<file path="src/rtl/sense_event_pkg.sv">
`default_nettype none
// ============================================================================
// Module   : sense_event_pkg
// Purpose  : Shared definitions for the sense_event_unit change-sense block:
//            event-mode encodings and the per-channel event detect function.
// Contents : MODE_ANY / MODE_RISE / MODE_FALL / MODE_OFF, DETECT_W, detect()
// Revision : 1.0 - initial release
// ============================================================================
package sense_event_pkg;

    localparam logic [1:0] MODE_ANY  = 2'd0;
    localparam logic [1:0] MODE_RISE = 2'd1;
    localparam logic [1:0] MODE_FALL = 2'd2;
    localparam logic [1:0] MODE_OFF  = 2'd3;

    // Callers zero-extend channel samples to this width. Zero padding never
    // creates a spurious change, rise or fall.
    localparam int DETECT_W = 32;

    function automatic logic detect(input logic [DETECT_W-1:0] prev,
                                    input logic [DETECT_W-1:0] cur,
                                    input logic [1:0]          mode);
        logic ev;
        ev = 1'b0;
        case (mode)
            MODE_ANY:  ev = (prev != cur);
            MODE_RISE: ev = |(~prev & cur);
            MODE_FALL: ev = |(prev & ~cur);
            default:   ev = 1'b0;
        endcase
        return ev;
    endfunction

endpackage
`default_nettype wire

</file>
<file path="src/rtl/sense_event_fifo.sv">
`default_nettype none
// ============================================================================
// Module   : sense_event_fifo
// Purpose  : DEPTH-entry record FIFO with registered storage. The head entry
//            is presented whenever valid; simultaneous push and pop are
//            accepted even when full.
// Ports    : clk, rst         - clock, synchronous active-high reset
//            push, push_data  - write request and record
//            full             - no free entry
//            pop              - consumer accepts head (ignored when empty)
//            valid, head_data - head record
//            count            - occupancy, 0..DEPTH
// Revision : 1.0 - initial release
// ============================================================================
module sense_event_fifo #(
    parameter int WIDTH_REC = 4,
    parameter int DEPTH     = 4
) (
    input  logic                       clk,
    input  logic                       rst,
    input  logic                       push,
    input  logic [WIDTH_REC-1:0]       push_data,
    output logic                       full,
    input  logic                       pop,
    output logic                       valid,
    output logic [WIDTH_REC-1:0]       head_data,
    output logic [$clog2(DEPTH):0]     count
);
    localparam int AW = $clog2(DEPTH);

    logic [WIDTH_REC-1:0] r_mem [DEPTH];
    logic [AW-1:0]        r_wr;
    logic [AW-1:0]        r_rd;
    logic [AW:0]          r_count;
    logic                 w_pop;
    logic                 w_push;

    assign full      = (r_count == (AW+1)'(DEPTH));
    assign valid     = (r_count != '0);
    assign head_data = r_mem[r_rd];
    assign count     = r_count;

    // When full, a write to r_wr lands on the slot being popped this cycle,
    // which is safe because the head has already been consumed.
    assign w_pop  = pop && valid;
    assign w_push = push && (!full || w_pop);

    always_ff @(posedge clk) begin
        if (rst) begin
            r_wr    <= '0;
            r_rd    <= '0;
            r_count <= '0;
            for (int i = 0; i < DEPTH; i++) r_mem[i] <= '0;
        end else begin
            if (w_push) begin
                r_mem[r_wr] <= push_data;
                r_wr        <= r_wr + 1'b1;
            end
            if (w_pop) r_rd <= r_rd + 1'b1;
            case ({w_push, w_pop})
                2'b10:   r_count <= r_count + 1'b1;
                2'b01:   r_count <= r_count - 1'b1;
                default: r_count <= r_count;
            endcase
        end
    end

endmodule
`default_nettype wire

</file>
<file path="src/rtl/sense_event_unit.sv">
`default_nettype none
// ============================================================================
// Module   : sense_event_unit
// Purpose  : Multi-channel change-sense block. Samples CHANNELS groups of
//            WIDTH bits per clock, detects per-channel events (any change,
//            rising or falling), holds one pending value per channel and
//            queues {channel, data} records into a FIFO in ascending channel
//            priority.
// Ports    : clk, rst            - clock, synchronous active-high reset
//            in_data             - channel c at [c*WIDTH +: WIDTH]
//            mode, invert        - event mode, complement record data
//            out_valid/out_ready - record handshake
//            out_chan, out_data  - head record
//            out_count           - FIFO occupancy
//            coal_count          - coalesced-event count (optional)
// Config   : define SENSE_EVENT_STATS_EN to add the coal_count port/counter.
// Revision : 1.0 - initial release
// ============================================================================
module sense_event_unit
    import sense_event_pkg::*;
#(
    parameter int WIDTH    = 2,
    parameter int CHANNELS = 4,
    parameter int DEPTH    = 4
) (
    input  logic                          clk,
    input  logic                          rst,
    input  logic [CHANNELS*WIDTH-1:0]     in_data,
    input  logic [1:0]                    mode,
    input  logic                          invert,
    output logic                          out_valid,
    input  logic                          out_ready,
    output logic [$clog2(CHANNELS)-1:0]   out_chan,
    output logic [WIDTH-1:0]              out_data,
    output logic [$clog2(DEPTH):0]        out_count
`ifdef SENSE_EVENT_STATS_EN
    ,
    output logic [15:0]                   coal_count
`endif
);
    localparam int CW    = $clog2(CHANNELS);
    localparam int REC_W = CW + WIDTH;

    logic [CHANNELS*WIDTH-1:0] r_prev;
    logic                      r_primed;
    logic [CHANNELS-1:0]       r_pending;
    logic [WIDTH-1:0]          r_pval [CHANNELS];

    logic [CHANNELS-1:0]       w_event;
    logic [CHANNELS-1:0]       w_grant_vec;
    logic                      w_grant;
    logic [CW-1:0]             w_grant_idx;
    logic                      w_full;
    logic                      w_pop;
    logic [REC_W-1:0]          w_push_data;
    logic [REC_W-1:0]          w_head;

    // Event detection is suppressed until one sample has been taken since
    // reset, so the reset value of r_prev never produces an event.
    for (genvar c = 0; c < CHANNELS; c++) begin : g_detect
        assign w_event[c] = r_primed &&
            detect({{(DETECT_W-WIDTH){1'b0}}, r_prev[c*WIDTH +: WIDTH]},
                   {{(DETECT_W-WIDTH){1'b0}}, in_data[c*WIDTH +: WIDTH]},
                   mode);
    end

    assign w_pop = out_valid && out_ready;

    // Fixed-priority arbiter: lowest pending index wins. A full FIFO can
    // still take a record when the head is popped in the same cycle.
    always_comb begin
        w_grant     = 1'b0;
        w_grant_idx = '0;
        w_grant_vec = '0;
        for (int c = CHANNELS-1; c >= 0; c--) begin
            if (r_pending[c]) begin
                w_grant     = 1'b1;
                w_grant_idx = CW'(c);
            end
        end
        if (w_full && !w_pop) w_grant = 1'b0;
        if (w_grant) w_grant_vec[w_grant_idx] = 1'b1;
    end

    assign w_push_data = {w_grant_idx, r_pval[w_grant_idx]};

    always_ff @(posedge clk) begin
        if (rst) begin
            r_prev    <= '0;
            r_primed  <= 1'b0;
            r_pending <= '0;
            for (int c = 0; c < CHANNELS; c++) r_pval[c] <= '0;
        end else begin
            r_prev   <= in_data;
            r_primed <= 1'b1;
            for (int c = 0; c < CHANNELS; c++) begin
                // A new event outranks a grant: the pushed record carries the
                // old value and the new value stays pending.
                if (w_event[c]) begin
                    r_pending[c] <= 1'b1;
                    r_pval[c]    <= in_data[c*WIDTH +: WIDTH] ^ {WIDTH{invert}};
                end else if (w_grant_vec[c]) begin
                    r_pending[c] <= 1'b0;
                end
            end
        end
    end

    sense_event_fifo #(
        .WIDTH_REC (REC_W),
        .DEPTH     (DEPTH)
    ) u_fifo (
        .clk       (clk),
        .rst       (rst),
        .push      (w_grant),
        .push_data (w_push_data),
        .full      (w_full),
        .pop       (out_ready),
        .valid     (out_valid),
        .head_data (w_head),
        .count     (out_count)
    );

    assign out_chan = w_head[REC_W-1 -: CW];
    assign out_data = w_head[WIDTH-1:0];

`ifdef SENSE_EVENT_STATS_EN
    // A coalesce is an event landing on a channel whose previous value is
    // still pending and is not being pushed this cycle.
    logic [15:0] r_coal;
    logic [16:0] w_coal_sum;

    always_comb begin
        w_coal_sum = {1'b0, r_coal};
        for (int c = 0; c < CHANNELS; c++) begin
            w_coal_sum = w_coal_sum +
                17'(w_event[c] && r_pending[c] && !w_grant_vec[c]);
        end
    end

    always_ff @(posedge clk) begin
        if (rst) begin
            r_coal <= '0;
        end else begin
            r_coal <= w_coal_sum[16] ? 16'hFFFF : w_coal_sum[15:0];
        end
    end

    assign coal_count = r_coal;
`endif

endmodule
`default_nettype wire

</file>
<file path="config.mk">
export PLATFORM = sky130hd
export DESIGN_NAME = sense_event_unit
export DESIGN_NICKNAME = d
export VERILOG_FILES = /design/src/rtl/sense_event_pkg.sv /design/src/rtl/sense_event_fifo.sv /design/src/rtl/sense_event_unit.sv
export SDC_FILE = /design/constraint.sdc
export NUM_CORES = 1
export LEC_CHECK = 0
export CAP_MARGIN = 10
export CORE_MARGIN = 5
export CORE_UTILIZATION = 29
export DETAILED_ROUTE_END_ITERATION = 16
export PLACE_DENSITY_LB_ADDON = 0.25
export SLEW_MARGIN = 10
export SYNTH_ARGS = -nofsm -noshare
export SYNTH_HDL_FRONTEND = slang
export SYNTH_SLANG_ARGS = --single-unit
</file>
<file path="constraint.sdc">
create_clock -name clk -period 6.15 [get_ports clk]
set_clock_uncertainty 0.2 [all_clocks]
set_input_delay 1.845 -clock clk [delete_from_list [all_inputs] [get_ports clk]]
set_output_delay 1.845 -clock clk [all_outputs]
set_load 0.01 [all_outputs]
</file>
==> reports/metrics.csv <==
metric,value,unit
hpwlAfterDp,3450,microns
cts_h_tree_lvls,2,
timing.slew.headroom,55.2,%
main_combinational_cell_family_by_area_after_synthesis,simple AND/OR/NAND/NOR gates,
drt-wirelength-per-cell,12.9,microns
synth_flop_cell,sky130_fd_sc_hd__edfxtp_1,
fp.dieArea,0.0104,sq mm
post-route-util,34.6,%
highest_clock_rate,245,MHz
leakage,0.00108,uW
io_buffers,21,
initial_antenna_violation_count,0,
hp-class,reg2reg,
n_fill_cell,874,
first_iter_violations,72,
maximum_number_of_pins_on_one_net_before_global_route_repair,26,
coreArea,0.00826,sq mm
cts_tree,done,
worst_ep_arrival_time,4.12,ns
placed_area,0.00277,sq mm
setup-tns-final,0,ns
clock_path_buffers,2,
fp.dieH,102,microns
post-route-cell-area,0.00286,sq mm
total_standard_cell_area_after_synthesis,0.00246,sq mm
post_synth_mux_area_share,3.66,%
vias,1691,
numCtsBuffers,5,
sw_frac_of_total,30.6,%
comb_power_share,28.3,%
cts_setup_buffers,0,
gr-total-overflow,0,
drive_above_1_share,9.52,%
detail_route.vias_per_cell,4.74,
worst_ir_drop_vdd,0.123,mV
number_of_enable_flip_flop_cells_after_synthesis,24,
rows,33,
clkTransAtPathRegs,0.09,ns
postRouteAntennaNets,0,
synthTopCellsByCount,"sky130_fd_sc_hd__inv_1 (27), sky130_fd_sc_hd__nor2_1 (25), sky130_fd_sc_hd__edfxtp_1 (24)",
ys_seq_elements,46,
ctsHoldBuffers,0,
timing.setup.critical_path_class,in2reg,
synth_compound_gate_area_share,13.5,%
final.period_utilization,66.3,%
worst_ep_required_time,6.19,ns
synth_top_area_share,29.3,%
first_pass_grt_wire_length,7710,microns
cts_resized,0,
post_synth_num_cell_types,45,
ios,22,
synth_xor_xnor_area_share,4.27,%
tritoncts_num_sinks,46,
cp-end-kind,flip-flop,
grt_setup_unrepaired,false,
whs,0.336,ns
power.share.sequential,49.2,%
worstPathMaxFanout,12,
grt.total_usage,9.38,%
setup_viol,0,
antenna_cells,0,
drtPass1Iterations,4,
clock_power_share,22.5,%
final-hold-violation-count,0,
post_synthesis_sequential_area_ratio,47.2,%
final_net_count,283,
clk_latency,0.30,ns
p_int,560,uW
slew_viol_final,0,
cp-start-kind,input port,
worst_margin_slew,0.667,ns
floorplan.initialDensity,29.8,%
switching_power,246,uW
cell_count_after_placement,349,
power-per-cell-area,282,mW/mm^2
die-width,102,microns
grt_pass1_vias,1658,
area_growth,16.2,%
result_of_the_run,"finished, final reports clean",
finalCriticalPeriod,4.08,ns
synth.most_common_cell,sky130_fd_sc_hd__inv_1,
route.final.wire_length,4600,microns
cap_viol_max_count,0,
synthesis.area_per_instance,10.6,sq um
place.gp.congestion,0.751,
root_buffer,sky130_fd_sc_hd__clkbuf_8,
fin_cells,357,
post_synthesis_simple_gate_area_fraction,16.0,%
synth.net_count,263,
synth_adder_area_share,9.47,%
yosysWarningCount,0,
netlist_top_cells_area,"sky130_fd_sc_hd__edfxtp_1 (29%), sky130_fd_sc_hd__dfxtp_1 (18%), sky130_fd_sc_hd__ha_1 (8.7%), sky130_fd_sc_hd__inv_1 (4.1%), sky130_fd_sc_hd__nor2_1 (3.8%)",
drc,0,
async_reset_ff_share,0,%
netlist.top_cell.by_area,sky130_fd_sc_hd__edfxtp_1,
syn-instance-count,231,
-- critical path: stages --
cell	delay (ns)
sky130_fd_sc_hd__clkdlybuf4s50_1	0.46
sky130_fd_sc_hd__nor4b_2	0.22
sky130_fd_sc_hd__buf_4	0.21
sky130_fd_sc_hd__nor2_1	0.09
sky130_fd_sc_hd__inv_1	0.09
sky130_fd_sc_hd__ha_1	0.18
sky130_fd_sc_hd__inv_1	0.06
sky130_fd_sc_hd__fa_1	0.37
sky130_fd_sc_hd__xor2_1	0.16
sky130_fd_sc_hd__or3_1	0.31
sky130_fd_sc_hd__a21oi_1	0.13
-- path summary, 6_finish.rpt --
check,slack (ns),startpoint,end,cells after the start
worst max-delay path,2.07,out_ready,u_fifo.count[2]$_SDFFE_PP0P_,11
worst min-delay path,0.34,u_fifo.r_rd[1]$_SDFFE_PP0P_,flip-flop,2
worst max register to register,3.47,r_pending[2]$_SDFFE_PP0P_,u_fifo.count[2]$_SDFFE_PP0P_,9
worst min register to register,0.34,u_fifo.r_rd[1]$_SDFFE_PP0P_,flip-flop,2
-- cells by family after synthesis --
kind of cell	count (synthesis)
AOI/OAI and AO/OA	46
xor gates and xnor gates	12
adders and majority gates	18
buffers and inverters	37
DFF	46
muxes	4
and+or+nand+nor	68
-- layout make-up --
cell class	count	area [sq um]	share of cell area (%)
Clock buffer	5	68.8	2.41
Clock inverter	3	16.3	0.569
Inverter	27	101	3.55
Multi-Input combinational cell	148	1150	40.4
Sequential cell	46	1160	40.6
Tap cell	105	131	4.60
Timing Repair Buffer	23	225	7.88
-- power groups by stage --
stage / logic [uW] / clock network (uW) / registers [uW]
after floorplan: 145 / 0 / 397
after global placement: 230 / 0 / 405
after detailed placement: 232 / 0 / 404
after CTS: 233 / 189 / 398
after global routing: 255 / 201 / 404
final: 228 / 181 / 396
-- flip-flops by register name, indices dropped and copies added, names as in the netlist, named ones only --
name / flops
u_fifo.count: 3
r_pval: 8
r_primed: 1
r_pending: 4
u_fifo.r_wr: 2
r_prev: 8
u_fifo.r_rd: 2
u_fifo.r_mem: 16
-- through the flow --
stage,setup WS (ns),power (uW)
6_report,2.07,806
5_1_grt,1.92,860
4_1_cts,2.08,820
3_5_place_dp,1.76,637
3_3_place_gp,1.79,635
2_1_floorplan,2.28,542
-- layer usage --
metal  vias up  GRT usage, %  share of wire, %
met2        36          15.3                47
met4         0          2.42               1.1
met1       774          12.4                48
li1        875             -                 -
met5         -             0                 0
met3         6          2.53               4.0
-- cell usage in the layout (no fill, tap or decap), drive strengths merged, types with 5 or more instances in the layout --
cell type and instances:
a21oi 11, dfxtp 22, xnor2 9, edfxtp 24, ha 17, inv 27, clkbuf 5, o21ai 9
nor3 8, clkdlybuf4s50 21, nor2 25
No activity file was read; power rests on OpenSTA's default activity.
